--- src/rtl/instr_fetch_unit.sv ---
// MIPS fetch stage: PC, ready-qualified instruction fetch, decode register, branch/jump redirect.
// Optional jump redirect is compiled in when FETCH_JUMP_EN is defined.
module instr_fetch_unit #(
   parameter logic [31:0] RESET_PC = 32'h0040_0000
) (
   input  logic        clk,
   input  logic        reset,
   input  logic        StallD,
   input  logic        PCSrcD,
   input  logic [31:0] SignImm,
   input  logic        JumpD,
   output logic        ImemReq,
   output logic [31:0] ImemAddr,
   input  logic [31:0] ImemRdata,
   input  logic        ImemReady,
   output logic [31:0] InstrD,
   output logic [31:0] PCPlus4D,
   output logic        InstrValidD
);

   typedef enum logic [0:0] {
      S_FETCH = 1'b0,
      S_HOLD  = 1'b1
   } state_e;

   state_e      state_q, state_d;
   logic [31:0] pc_q, pc_d;
   logic [31:0] instr_q, instr_d;
   logic [31:0] pcplus4_q, pcplus4_d;
   logic        valid_q, valid_d;
   logic [31:0] buf_q, buf_d;

   logic [31:0] pc_inc_s;
   logic [31:0] br_tgt_s;
   logic [31:0] redir_tgt_s;
   logic        take_jump_s;
   logic        acc_s;
   logic        redir_s;

   assign pc_inc_s = pc_q + 32'd4;
   assign br_tgt_s = pcplus4_q + {SignImm[29:0], 2'b00};

`ifdef FETCH_JUMP_EN
   logic [31:0] jmp_tgt_s;
   assign jmp_tgt_s   = {pcplus4_q[31:28], instr_q[25:0], 2'b00};
   assign take_jump_s = JumpD;
   assign redir_tgt_s = JumpD ? jmp_tgt_s : br_tgt_s;
`else
   logic unused_jump_s;
   assign unused_jump_s = JumpD;
   assign take_jump_s   = 1'b0;
   assign redir_tgt_s   = br_tgt_s;
`endif

   // A stalled decode only blocks fetch when it actually holds an instruction
   assign acc_s   = !valid_q || !StallD;
   assign redir_s = valid_q && !StallD && (PCSrcD || take_jump_s);

   assign ImemReq     = (state_q == S_FETCH) && !reset;
   assign ImemAddr    = pc_q;
   assign InstrD      = instr_q;
   assign PCPlus4D    = pcplus4_q;
   assign InstrValidD = valid_q;

   // State register with synchronous reset
   always_ff @(posedge clk) begin
      if (reset) begin
         state_q   <= S_FETCH;
         pc_q      <= RESET_PC;
         instr_q   <= 32'h0000_0000;
         pcplus4_q <= 32'h0000_0000;
         valid_q   <= 1'b0;
         buf_q     <= 32'h0000_0000;
      end else begin
         state_q   <= state_d;
         pc_q      <= pc_d;
         instr_q   <= instr_d;
         pcplus4_q <= pcplus4_d;
         valid_q   <= valid_d;
         buf_q     <= buf_d;
      end
   end

   // Next-state logic; a redirect overrides everything, including a returning word
   always_comb begin
      state_d   = state_q;
      pc_d      = pc_q;
      instr_d   = instr_q;
      pcplus4_d = pcplus4_q;
      valid_d   = valid_q;
      buf_d     = buf_q;
      if (redir_s) begin
         pc_d    = redir_tgt_s;
         valid_d = 1'b0;
         buf_d   = 32'h0000_0000;
         state_d = S_FETCH;
      end else begin
         case (state_q)
            S_FETCH: begin
               if (ImemReady && acc_s) begin
                  instr_d   = ImemRdata;
                  pcplus4_d = pc_inc_s;
                  valid_d   = 1'b1;
                  pc_d      = pc_inc_s;
                  state_d   = S_FETCH;
               end else if (ImemReady) begin
                  buf_d   = ImemRdata;
                  state_d = S_HOLD;
               end else if (valid_q && !StallD) begin
                  valid_d = 1'b0;
               end else begin
                  valid_d = valid_q;
               end
            end
            S_HOLD: begin
               if (!StallD) begin
                  instr_d   = buf_q;
                  pcplus4_d = pc_inc_s;
                  pc_d      = pc_inc_s;
                  valid_d   = 1'b1;
                  state_d   = S_FETCH;
               end else begin
                  state_d = S_HOLD;
               end
            end
            default: begin
               state_d = S_FETCH;
            end
         endcase
      end
   end

endmodule

--- config.mk ---
export PLATFORM = sky130hd
export DESIGN_NAME = instr_fetch_unit
export DESIGN_NICKNAME = d
export VERILOG_FILES = /design/src/rtl/instr_fetch_unit.sv
export SDC_FILE = /design/constraint.sdc
export NUM_CORES = 1
export LEC_CHECK = 0
export ABC_CLOCK_PERIOD_IN_PS = 2190
export BUFFER_PORTS_ARGS = -buffer_cell sky130_fd_sc_hd__clkbuf_2
export CAP_MARGIN = 20
export CORE_ASPECT_RATIO = 0.8
export CORE_MARGIN = 4
export CORE_UTILIZATION = 40
export CTS_CLUSTER_DIAMETER = 120
export DETAILED_ROUTE_END_ITERATION = 12
export SETUP_SLACK_MARGIN = 0.4
export SYNTH_ARGS = -nofsm -noshare
export SYNTH_HDL_FRONTEND = slang
export SYNTH_SLANG_ARGS = --single-unit
--- constraint.sdc ---
create_clock -name clk -period 2.19 [get_ports clk]
set_input_delay 0.1095 -clock clk [delete_from_list [all_inputs] [get_ports clk]]
set_output_delay 0.1095 -clock clk [all_outputs]
set_load 0.02 [all_outputs]
Word-level counts from Yosys, hierarchy flattened
Index checks and enable logic that the tools add are counted.
{"block": "totals", "regBits": 130, "inputBits": 70, "out_inout_bits": 98, "word_cells": 46}
{"block": "op_classes", "n_addsub": 2, "eq_ne": 6, "muxes": 16, "bitwise_logic": 3, "reduce_logical": 13}
{"op": "two-way mux 32 bit", "count": 5}
{"op": "one-hot mux 32 bit (2 select lines)", "count": 2}
{"op": "adder 32 x 3 -> 32 bit (second input constant)", "count": 1}
{"op": "adder 32 bit", "count": 1}
{"op": "inequality test 3 x 2 -> 1 bit (second input constant)", "count": 3}
{"op": "AND reduction 3 bit", "count": 3}
{"op": "two-way mux 1 bit", "count": 7}
{"op": "logical AND 1 bit", "count": 4}
{"op": "one-hot mux 1 bit (2 select lines)", "count": 2}
{"op": "logical NOT 1 bit", "count": 3}
{"op": "inequality test 3 x 1 -> 1 bit (second input constant)", "count": 1}
{"op": "NOT 1 bit", "count": 3}
{"op": "inequality test 2 x 1 -> 1 bit (second input constant)", "count": 1}
{"op": "inequality test 2 bit (second input constant)", "count": 1}
{"op": "AND reduction 2 bit", "count": 1}
{"op": "OR reduction 2 bit", "count": 1}
{"op": "logical OR 1 bit", "count": 1}

Logic depth before layout (Yosys ltp)
Gate-level depths: netlist of the first run.
{"block": "depth", "ltp_word": 6, "ltp_mapped": 9, "depth_no_buf": 9}

Worst setup path after synthesis of the first run
Ideal clock, no wire load.
{"block": "synth_timing", "path_type": "register to register", "start": "register pcplus4_q[2] (netlist: PCPlus4D[2])", "end": "register pc_q[14] (netlist: ImemAddr[14])", "setup_time_ns": 0.137, "arrival_time_ns": 2.400, "t_required_ns": 2.053, "slack_ns": -0.347, "stages_incl_launch_ff": 10, "path_buffers": 0, "period_less_slack_ns": 2.537, "cell_sequence": "dfxtp_1 -> ha_1 -> fa_1 -> a21o_1 -> a221oi_2 -> o21a_1 -> o21ai_1 -> a2111o_1 -> a31oi_1 -> a211oi_1"}
{"block": "synth_via", "elab_chain_len": 2}
{"item": "start, declared", "line": "29", "rtl": "logic [31:0] pcplus4_q, pcplus4_d;"}
{"item": "start signal, assigned", "line": "78", "rtl": "pcplus4_q <= pcplus4_d;"}
{"item": "adder 32 bit", "line": "41", "rtl": "assign br_tgt_s = pcplus4_q + {SignImm[29:0], 2'b00};"}
{"item": "two-way mux 32 bit", "line": "92", "rtl": "if (redir_s) begin"}
{"item": "end signal, assigned", "line": "76", "rtl": "pc_q <= pc_d;"}
{"item": "end, declared", "line": "27", "rtl": "logic [31:0] pc_q, pc_d;"}
Every way passes these cells.
A chain may end at the register's enable or synchronous reset.

Worst setup path in the final report of the first run
{"block": "layout_timing", "start": "register pcplus4_q[2] (netlist: PCPlus4D[2])", "end": "register pc_q[20] (netlist: ImemAddr[20])"}
The elaborated chain is that of the path after synthesis.

==> results of run 1 <==
## state kept, by name, indices dropped and copies added, names as in the netlist
register	count
ImemAddr	32
InstrD	32
buf_q	32
state_q	1
PCPlus4D	32
InstrValidD	1
## per-stage QoR
step | setup TNS (ps) | utilization
4_1_cts | -1930 | 0.593
2_1_floorplan | -419 | -
3_5_place_dp | -2490 | 0.521
5_1_grt | -4360 | 0.611
3_3_place_gp | -1920 | 0.521
6_report | -2610 | 0.611
## worst paths after layout
path / endpoint / slack [ps] / depth (start not counted)
worst min-delay path: state_q / 50 / 3
worst min register to register: buf_q[20] / 460 / 2
worst max-delay path: ImemAddr[20] / -270 / 11
worst max register to register: ImemAddr[20] / -270 / 11
## synthesized netlist by cell type (all sizes together), types with 3 or more instances
cell type / count
ha: 30
o22ai: 5
a41oi: 3
nor3: 20
nand2b: 3
nor2: 100
and4: 7
xor2: 33
a311o: 3
a2111oi: 3
mux2i: 35
and2: 6
a211oi: 72
or3: 5
nand3: 30
dfxtp: 130
o21bai: 5
clkbuf: 40
buf: 22
nand4: 15
o21a: 7
a21oi: 79
o21ai: 24
a31oi: 11
xnor2: 28
and3: 15
a21o: 19
inv: 5
nand2: 123
## kinds of logic after synthesis
logic type / synth area share
fa+ha+maj: 0.0534
flops: 0.351
buf+inv: 0.0394
compound gates: 0.227
xor+xnor: 0.0721
simple gates: 0.208
mux: 0.0488
## critical path, cell delays in order, from the launching register on
cell and delay, ps:
dfxtp_4 350, ha_4 160, fa_2 340, a21o_1 200, a221oi_4 250, buf_4 170
o21a_4 170, nand2_2 90, a41oi_4 180, buf_4 150, xor2_1 60, a211oi_1 250
## final cells by class
class | instances | area, µm² | share of cell area
multi-input cells | 713 | 5150 | 0.464
flip-flops and latches | 130 | 2660 | 0.239
repair buffers | 338 | 2370 | 0.213
clock buffers | 17 | 425 | 0.0383
well taps | 230 | 288 | 0.0259
clock inverters | 15 | 185 | 0.0167
inverters | 6 | 22.5 | 0.00203
## per-layer routing
| metal | vias up | wire length (µm) | GRT usage |
|---|---|---|---|
| met3 | 40 | 1590 | 0.0549 |
| met4 | 0 | 564 | 0.0764 |
| met1 | 3697 | 12000 | 0.334 |
| met5 | - | 0 | 0 |
| li1 | 3892 | - | - |
| met2 | 255 | 11400 | 0.360 |
## repair_timing
| action | 4_1_cts | 5_1_grt |
|---|---|---|
| gates cloned | 0 | 1 |
| endpoints found under the setup margin | 60 | 74 |
| buffers inserted | 10 | 11 |
| gates resized for setup | 50 | 47 |
| hold endpoints to repair | 35 | 0 |
| hold buffers | 33 | 0 |
| pin swaps | 31 | 25 |
## power groups by stage
stage	logic (W)	registers, W	clock network [W]
2_1_floorplan	0.000917	0.00284	0
3_5_place_dp	0.00177	0.00268	0
3_3_place_gp	0.00176	0.00267	0
4_1_cts	0.00195	0.00263	0.00301
6_report	0.00206	0.00263	0.00296
5_1_grt	0.00222	0.00265	0.00311
==> impl_metrics.yaml, run 1 <==
timing:
  finalSetupViolCount: 18
  worst_slew_pin_slew_ps: 515
  max_freq_mhz: 407
  fin_worst_skew_ps: 9.76
  hold_slack_ps: 52.6
  grt_setup_unrepaired: "yes"
  relSlewSlack: 0.656
  layout_setup_ws_ps: -268
  slew_viol_final: 0
  finalCriticalPeriod_ps: 2460
  finalHoldViolCount: 0
  finalCritPeriodShare: 1.12
placement:
  dp.cells: 1362
  portBuffers: 164
  pre_cts_slack_ps: -317
  dp_hpwl_um: 17900
  place_area_um2: 9470
  routabilityCongestion: 0.910
synthesis:
  syn_nets: 1012
  yosysWarnings: 0
  synth_edf_count: 0
  synth_top_area_share: 0.351
  ys_ff_latch: 130
  synthFlopType: "dfxtp_1"
  async_flop_share: 0
  synth_area_um2: 7410
  synthCells: 911
  avgSynthCellArea_um2: 8.13
  synth_cell_types: 68
  synth_top_cell_by_area: "dfxtp_1"
  ys_seq_area_frac: 0.351
  synth_area_leaders: "dfxtp_1 35%, a211oi_1 7.2%, nand2_1 6.2%"
pwr:
  intPower_w: 0.00507
  finalPower_w: 0.00766
  leakage_nw: 4.68
  netSwitchingPower_w: 0.00258
  seqPwrFrac: 0.344
  p_sw_frac: 0.337
  cellPowerDensity_nw_per_um2: 690
  vdd_ir_drop_max_v: 0.000551
  clkPwrFrac: 0.387
  comb_power_share: 0.270
layout:
  area_growth_pct: 49.8
  fin_cells: 1449
  final_common_cell: "clkbuf_2"
  final_nets: 1307
  n_fill_cell: 1619
  drive_above_1_share: 0.373
  layout_common_cells: "163 x clkbuf_2, 120 x nand2_1, 119 x buf_4, 104 x dfxtp_1, 94 x nor2_1"
  antennaDiodeCount: 0
  final_area_um2: 11100
floorplan:
  coreArea_um2: 18200
  die_y_um: 130
  fp-row-count: 44
  pin_count: 168
  fp.dieW_um: 160
  fp.dieArea_um2: 20800
  initial_utilization: 0.408
global_routing:
  grt_overflow_total: 0
  antenna_found_initial: 0
  grtUsageTotal: 0.236
  grt_pass1_wl_um: 39600
  grt_max_degree: 57
  grt_pass1_vias: 7368
routing:
  ant_nets: 0
  vias: 7884
  first_pass_iters: 7
  via_per_inst: 5.44
  post-route-drc-count: 0
  wire_per_inst_um: 17.6
  routed_wl_um: 25500
  drtIter0Drc: 596
cts:
  clk_pin_slew_ps: 70
  numCtsBuffers: 17
  clock_latency_ps: 430
  clock_path_buffers: 2
  htreeDepth: 4
  cts_tree: "done"
  cts_sinks: 130
  cts_root_buf: "clkbuf_16"
worst_setup_path:
  startpoint_type: "flop"
  crit_fanout: 3
  end_kind: "flop"
  setup.worst_path.start: "PCPlus4D[2]"
  required_ps: 2520
  r2r-start: "PCPlus4D[2]"
  cp.arrival_ps: 2790
  worstSetupPathType: "reg2reg"
run_status:
  violations: "setup timing"
  status: "finished, violations left"
job:
  max-cap-violations: 0
min_path:
  hold_class: "in2reg"
  hold_path.startpoint: "ImemReady"
Note: power is estimated with default switching activity, not from simulation.
==> inputs of run 2 (changes only) <==
--- a/config.mk
+++ b/config.mk
@@ -13,6 +13,7 @@
 export CORE_UTILIZATION = 40
 export CTS_CLUSTER_DIAMETER = 120
 export DETAILED_ROUTE_END_ITERATION = 12
+export HOLD_SLACK_MARGIN = 0.06
 export SETUP_SLACK_MARGIN = 0.4
 export SYNTH_ARGS = -nofsm -noshare
 export SYNTH_HDL_FRONTEND = slang
==> impl_metrics.yaml, run 2 (synthesis results as in run 1) <==
run_status:
  status: "finished, violations left"
  violations: "setup timing"
timing:
  grt_setup_unrepaired: "yes"
  max_freq_mhz: 407
  worst_slew_pin_slew_ps: 510
  fin_worst_skew_ps: 11.1
  finalHoldViolCount: 0
  relSlewSlack: 0.660
  layout_setup_ws_ps: -265
  finalSetupViolCount: 18
  slew_viol_final: 0
  finalCriticalPeriod_ps: 2460
  finalCritPeriodShare: 1.12
  hold_slack_ps: 182
worst_setup_path:
  crit_slowest_cell: "dfxtp_4"
  regToRegSetupSlack_ps: -270
  cp_slowest_stage_delay_ps: 350
  end_kind: "flop"
  path_cells: "ha_4, fa_2, a21o_1, a221oi_4, buf_4, o21a_4, nand2_2, a41oi_4, buf_4, xor2_1, a211oi_1"
  worstSetupPathType: "reg2reg"
  cp_num_buf_inv: 2
  crit_fanout: 3
  crit_family: "compound AO/OA/AOI/OAI gates"
  required_ps: 2520
  startpoint_type: "flop"
  cp_common_cell: "buf_4"
  cp.arrival_ps: 2780
cts:
  cts_tree: "done"
  numCtsBuffers: 17
  clock_path_buffers: 2
  htreeDepth: 4
  cts_sinks: 130
  cts_root_buf: "clkbuf_16"
  clock_latency_ps: 430
  clk_pin_slew_ps: 70
floorplan:
  fp.dieArea_um2: 20800
  pin_count: 168
  initial_utilization: 0.408
  fp.dieW_um: 160
  die_y_um: 130
  fp-row-count: 44
  coreArea_um2: 18200
pwr:
  vdd_ir_drop_max_v: 0.000551
  clkPwrFrac: 0.387
  cellPowerDensity_nw_per_um2: 689
  netSwitchingPower_w: 0.00258
  p_sw_frac: 0.337
  comb_power_share: 0.270
  seqPwrFrac: 0.343
  leakage_nw: 4.68
  intPower_w: 0.00508
layout:
  layout_common_cells: "163 x clkbuf_2, 120 x nand2_1, 119 x buf_4, 104 x dfxtp_1, 94 x nor2_1"
  regArea_um2: 2660
  fin_cells: 1450
  area_growth_pct: 49.9
  final_common_cell: "clkbuf_2"
  final_area_um2: 11100
  n_fill_cell: 1618
  antennaDiodeCount: 0
  multi_input_area_um2: 5150
  final_util: 0.611
  drive_above_1_share: 0.373
  final_nets: 1308
min_path:
  hold_class: "in2reg"
global_routing:
  antenna_found_initial: 0
  grt_pass1_vias: 7378
  grt_pass1_wl_um: 39700
  grt_overflow_total: 0
  grt_max_degree: 57
  grtUsageTotal: 0.237
placement:
  pre_cts_slack_ps: -317
  dp_hpwl_um: 17900
  routabilityCongestion: 0.910
  dp.cells: 1362
  portBuffers: 164
  place_area_um2: 9470
routing:
  ant_nets: 0
  post-route-drc-count: 0
  vias: 7881
  wire_per_inst_um: 17.6
  via_per_inst: 5.44
  routed_wl_um: 25500
  first_pass_iters: 5
  drtIter0Drc: 655
job:
  max-cap-violations: 0
run 2: cell count changes in the layout (fill, tap and decap cells not counted), sizes merged:
cell	before	now
dlygate4sd3	33	34
run 2: cell type report:
class,instances,share of cell area
Inverter,6,0.00203
Sequential cell,130,0.239
Tap cell,230,0.0259
Multi-Input combinational cell,713,0.464
Clock inverter,15,0.0167
Clock buffer,17,0.0383
Timing Repair Buffer,339,0.214
run 2: final timing paths:
check	cells after the start	startpoint	end
min reg2reg	2	buf_q[20]	buf_q[20]
max	11	PCPlus4D[2]	ImemAddr[20]
max reg2reg	11	PCPlus4D[2]	ImemAddr[20]
min	4	StallD	InstrValidD
run 2: stage by stage:
stage	power (W)	setup TNS, ps
2_1_floorplan	0.00376	-419
3_5_place_dp	0.00445	-2490
5_1_grt	0.00798	-4360
4_1_cts	0.00759	-1930
6_report	0.00766	-2590
3_3_place_gp	0.00444	-1920
run 2: per-layer routing:
metal  track usage  vias up  part of all wire
li1              -     3892                 -
met1         0.335     3669              0.47
met2         0.360      275              0.45
met3        0.0549       45             0.066
met4        0.0764        0             0.023
met5             0        -                 0
run 2: timing repair:
| item | 4_1_cts | 5_1_grt |
|---|---|---|
| hold buffers | 34 | 0 |
| resized for setup | 50 | 47 |
| buffers inserted | 10 | 11 |
| gates cloned | 0 | 1 |
| setup endpoints to repair | 60 | 75 |
| endpoints found under the hold margin | 66 | 0 |
| pin swaps | 31 | 25 |
run 2: power groups by stage:
stage | clock network, W | logic, W | registers [W]
global placement | 0 | 0.00176 | 0.00267
global route | 0.00311 | 0.00223 | 0.00265
CTS | 0.00301 | 0.00195 | 0.00263
finish | 0.00296 | 0.00207 | 0.00263
floorplan | 0 | 0.000917 | 0.00284
detailed placement | 0 | 0.00177 | 0.00268
run 2: worst min-delay path, delay by kind of cell:
| family | cells | cell delay (ps) |
|---|---|---|
| mux | 1 | 140 |
| compound gates | 1 | 80 |
| buf+inv | 2 | 240 |
